**src/rtl/score_ram_arb_pkg.sv**
```systemverilog
// Shared definitions for the score RAM arbiter: FSM state encodings and
// the default RAM geometry (32 slots of 14-bit scores).
package score_ram_arb_pkg;

    localparam int DEF_ADDR_W = 5;
    localparam int DEF_DATA_W = 14;

    localparam logic [1:0] IDLE   = 2'd0;
    localparam logic [1:0] ACCESS = 2'd1;
    localparam logic [1:0] RDWAIT = 2'd2;

endpackage

```
**src/rtl/score_ram_arbiter_rr_pick.sv**
```systemverilog
// Winner selection between the two RAM requesters.
// With SCORE_ARB_ROUND_ROBIN_EN defined a tie goes to the requester that was
// not granted last; otherwise requester 0 always wins a tie.
module rr_pick
    import score_ram_arb_pkg::*;
(
    input  logic [1:0] req,
    input  logic       last,
    output logic       winner
);

`ifdef SCORE_ARB_ROUND_ROBIN_EN
    // A lone requester wins outright; a tie goes away from the last winner.
    always_comb begin
        winner = 1'b0;
        if (req == 2'b11)
            winner = ~last;
        else
            winner = req[1];
    end
`else
    // The pointer has no effect in fixed-priority mode.
    logic unused_last;
    assign unused_last = last;

    // Requester 0 wins whenever it is present.
    always_comb begin
        winner = 1'b0;
        if (!req[0])
            winner = req[1];
    end
`endif

endmodule

```
**src/rtl/score_ram_arbiter.sv**
```systemverilog
// Two-port arbiter in front of a single-port score RAM with one-cycle read
// latency. Each access is IDLE -> ACCESS (grant) -> [RDWAIT (read data)] -> IDLE,
// which guarantees at least one idle bus cycle between accesses.
// Tie-breaking mode is selected by the SCORE_ARB_ROUND_ROBIN_EN macro (see rr_pick).
module score_ram_arbiter
    import score_ram_arb_pkg::*;
#(
    parameter int ADDR_W = DEF_ADDR_W,
    parameter int DATA_W = DEF_DATA_W
) (
    input  logic              clk,
    input  logic              rst,
    input  logic              req0,
    input  logic              req1,
    input  logic              we0,
    input  logic              we1,
    input  logic [ADDR_W-1:0] addr0,
    input  logic [ADDR_W-1:0] addr1,
    input  logic [DATA_W-1:0] wdata0,
    input  logic [DATA_W-1:0] wdata1,
    output logic              gnt0,
    output logic              gnt1,
    output logic              rvalid0,
    output logic              rvalid1,
    output logic [DATA_W-1:0] rdata,
    output logic [ADDR_W-1:0] ram_addr,
    output logic              ram_we,
    output logic [DATA_W-1:0] ram_wdata,
    input  logic [DATA_W-1:0] ram_rdata,
    output logic              busy
);

    logic [1:0] state;
    logic       last;     // most recent winner; also owner of the access in flight
    logic       winner;

    rr_pick u_pick (
        .req    ({req1, req0}),
        .last   (last),
        .winner (winner)
    );

    // The RAM registers its output, so in RDWAIT its data is already current.
    assign rdata = ram_rdata;
    assign busy  = (state != IDLE);

    // Access sequencing: latch the winner's command, grant, then deliver read data.
    always_ff @(posedge clk) begin
        if (rst) begin
            state     <= IDLE;
            last      <= 1'b1;
            gnt0      <= 1'b0;
            gnt1      <= 1'b0;
            rvalid0   <= 1'b0;
            rvalid1   <= 1'b0;
            ram_we    <= 1'b0;
            ram_addr  <= '0;
            ram_wdata <= '0;
        end else begin
            case (state)
                IDLE: begin
                    if (req0 || req1) begin
                        last      <= winner;
                        gnt0      <= ~winner;
                        gnt1      <= winner;
                        ram_addr  <= winner ? addr1  : addr0;
                        ram_we    <= winner ? we1    : we0;
                        ram_wdata <= winner ? wdata1 : wdata0;
                        state     <= ACCESS;
                    end
                end
                ACCESS: begin
                    gnt0   <= 1'b0;
                    gnt1   <= 1'b0;
                    ram_we <= 1'b0;
                    if (ram_we) begin
                        state <= IDLE;
                    end else begin
                        rvalid0 <= ~last;
                        rvalid1 <= last;
                        state   <= RDWAIT;
                    end
                end
                RDWAIT: begin
                    rvalid0 <= 1'b0;
                    rvalid1 <= 1'b0;
                    state   <= IDLE;
                end
                default: begin
                    state <= IDLE;
                end
            endcase
        end
    end

endmodule
```
**config.mk**
```make
export PLATFORM = sky130hd
export DESIGN_NAME = score_ram_arbiter
export DESIGN_NICKNAME = d
export VERILOG_FILES = /design/src/rtl/score_ram_arb_pkg.sv /design/src/rtl/score_ram_arbiter_rr_pick.sv /design/src/rtl/score_ram_arbiter.sv
export SDC_FILE = /design/constraint.sdc
export NUM_CORES = 1
export LEC_CHECK = 0
export CAP_MARGIN = 20
export CORE_ASPECT_RATIO = 1.5
export CORE_MARGIN = 1
export CORE_UTILIZATION = 38
export DETAILED_ROUTE_END_ITERATION = 8
export PLACE_DENSITY = 0.84
export SLEW_MARGIN = 30
export SYNTH_ARGS = -nofsm -noshare
export SYNTH_HDL_FRONTEND = slang
export SYNTH_SLANG_ARGS = --single-unit
```
**constraint.sdc**
```tcl
create_clock -name clk -period 3 [get_ports clk]
set_input_delay 0.3 -clock clk [delete_from_list [all_inputs] [get_ports clk]]
set_output_delay 0.3 -clock clk [all_outputs]
set_load 0.05 [all_outputs]
```
==> impl_metrics.csv <==
group,metric,value,unit
global_route,grt_use_total,18.2,%
power,power.switching_fraction,36.2,%
global_route,antenna_found_initial,0,
timing,slew_viol_final,0,
power,seq_power_share,42.0,%
timing,fin_worst_skew,7.04,ps
synth,synth_top_area_cells,"dfxtp_1 37%, a311oi_1 10%, nand2_1 9.3%",
setup_path,timing.critical_path.slowest_stage_cell,"clkdlybuf4s50_1",
setup_path,timing.critical_path.fanout_max,11,
power,cellPowerDensity,506,nW/um^2
route,vias_per_cell,5.27,
timing,fmax,0.472,GHz
setup_path,worstPathCellList,"nor2_4 > inv_2 > clkdlybuf4s50_1",
synth,synth_cell_types,33,
global_route,grt_first_pass_wirelength,5690,um
layout,most_frequent_standard_cell_in_the_layout_excluding_fill_and_tap_cells,"clkdlybuf4s50_1",
timing,worst_pin_slew,828,ps
global_route,grt_pass1_vias,1267,
synth,yosysWarningCount,0,
clock_tree,numClockSinks,27,
power,share_of_total_power_in_the_clock_network,20.6,%
synth,syn-instance-count,166,
flow_run,drv_cap,0,
floorplanning,die_area,4100,um^2
clock_tree,cts-resized-gates,0,
floorplanning,fp.dieW,52.6,um
layout,post_route_utilization,54.6,%
setup_path,worst_setup_path_end_kind,"output pin",
timing,final-hold-violation-count,0,
timing,timing.final.crit_share,70.7,%
timing,maxSlewHeadroom,44.8,%
clock_tree,clock_slew_seen_by_the_registers_of_the_worst_setup_and_hold_paths,100,ps
layout,area_delta_synth_final,37.6,%
global_route,met1_usage,21.3,%
route,vias,1334,
clock_tree,ctsRootBufferMaster,"clkbuf_8",
place,port_buffers,68,
clock_tree,clk_path_buf_depth,2,
floorplanning,chipHeight,77.9,um
synth,synth_nets,224,
global_route,grtUsageMet2,31.4,%
route,drt_iter0_markers,46,
layout,nets,269,
floorplanning,design.portCount,97,
synth,synth.yosys.seq_area_share,37.0,%
global_route,grt_overflow,0,
route,remaining_design_rule_violation_count,0,
timing,setup_violators_final,0,
clock_tree,postCtsSetupBuffers,0,
route,wire_per_inst,14.2,um
global_route,use_met3,2.35,%
timing,period_minus_slack,2120,ps
place,place_hpwl,2620,um
power,vdd.ir_drop.worst,0.301,mV
route,drt_wl_total,3590,um
setup_path,worst_setup_path_start_kind,"flop",
setup_path,worst-endpoint-required,2700,ps
synth,synthDominantAreaCellType,"dfxtp_1",
setup_path,worst-setup-path-type,"reg2out",
worst_hold_path,worstHoldPathType,"reg2reg",
power,internal_power,0.649,mW
floorplanning,floorplan.initialDensity,39.7,%
timing,setup_total_negative_slack,0,ps
layout,final_layout_size_suffix_gt1_share,9.52,%
floorplanning,std_cell_rows,27,
synth,synthesis.area_per_instance,8.80,um^2
power,cellLeakagePower,0.732,nW
synth,ys_seq_elements,27,
setup_path,worst_ep_arrival_time,1820,ps
layout,count_of_fill_cells_added_during_filler_insertion,344,
clock_tree,cts-htree-levels,1,
setup_path,timing.critical_path.slowest_cell_delay,800,ps
place,gp_routability_congestion,0.756,
layout,n_antenna_cell,0,
route,drt_first_pass_iters,4,
layout,most-common-layout-cells,"68 x clkdlybuf4s50_1, 36 x nand2_1, 27 x dfxtp_1",
floorplanning,coreArea,3680,um^2
outcome,run_status,"finished, final reports clean",
global_route,globalRoute.busiestLayer,"met2",
synth,syn_area,1460,um^2
clock_tree,clkLatencyLatePin,270,ps
timing,rsz0062_at_grt,"false",
clock_tree,clock_tree_from_tritoncts,"yes",
clock_tree,tritoncts_buffers,3,
synth,post-synth-top-area-fraction,37.0,%
power,power_frac_comb,37.4,%
power,power_switching,0.368,mW
global_route,maximum_number_of_pins_on_one_net_before_global_route_repair,23,
route,antenna_violating_nets_post_route,0,
clock_tree,post_cts_hold_buffer_count,0,
final cells by class:
class	instances	area (um^2)	area share (%)
Clock inverter	1	7.51	0.374
Timing Repair Buffer	70	696	34.6
Clock buffer	3	41.3	2.05
Sequential cell	27	541	26.9
Inverter	1	3.75	0.187
Tap cell	43	53.8	2.68
Multi-Input combinational cell	108	667	33.2
cell families (layout without fill, tap and decap cells):
family	after synthesis	in the layout	synth area share [%]
simple gates	59	59	19.9
flops	27	27	37.0
buf+inv	31	75	17.3
mux	1	1	0.686
compound gates	48	48	25.1
registers in the layout, summed over array words and instances (netlist names):
register and flops:
ram_we 1, last 1, rvalid0 1, ram_wdata 14, ram_addr 5, gnt1 1, gnt0 1, rvalid1 1
state 2
stage by stage:
stage	instance area, um^2	worst slack (ps)	power, mW	hold WS (ps)	std cells
2_1_floorplan	1460	1670	0.737	458	166
3_3_place_gp	1960	837	0.812	471	249
3_5_place_dp	1960	746	0.817	475	249
4_1_cts	2010	881	1.03	489	253
5_1_grt	2010	788	1.07	528	253
6_report	2010	879	1.02	491	253
cell usage after synthesis (all sizes together):
cell type / instances
nor3: 1
nand4b: 1
nor3b: 2
o32ai: 1
a211oi: 2
a21oi: 18
nor4b: 2
nand2: 36
o31ai: 1
nor2b: 3
clkbuf: 4
buf: 26
or2: 1
nand3: 1
o22ai: 1
nor4bb: 1
inv: 1
nand2b: 2
o21ai: 3
dfxtp: 27
mux2i: 1
nor2: 9
o21a: 1
a22oi: 1
a311oi: 17
a31oi: 1
a21o: 2
metal layers:
layer,wire length (um),share of wire (%)
met4,80,2.2
met5,0,0
met2,1970,55
met1,1370,38
met3,169,4.7
critical path, delay by kind of cell (launching register included):
kind / cells / cell delay (ps)
AND/OR/NAND/NOR: 1 / 50
buffers and inverters: 2 / 910
flip-flops: 1 / 580
power groups by stage:
stage | registers (mW) | clock network, mW | logic [mW]
2_1_floorplan | 0.543 | 0 | 0.193
3_3_place_gp | 0.434 | 0 | 0.378
3_5_place_dp | 0.435 | 0 | 0.382
4_1_cts | 0.427 | 0.215 | 0.383
5_1_grt | 0.432 | 0.231 | 0.402
6_report | 0.427 | 0.209 | 0.381
worst paths after layout:
check / depth (start not counted) / start / to / slack (ps)
setup / recovery: 3 / state[1] / busy / 880
hold reg to reg: 2 / gnt0 / gnt0 / 490
hold / removal: 2 / gnt0 / gnt0 / 490
setup reg to reg: 4 / state[1] / ram_addr[3] / 1620
Power figures use the tool's default switching activity.
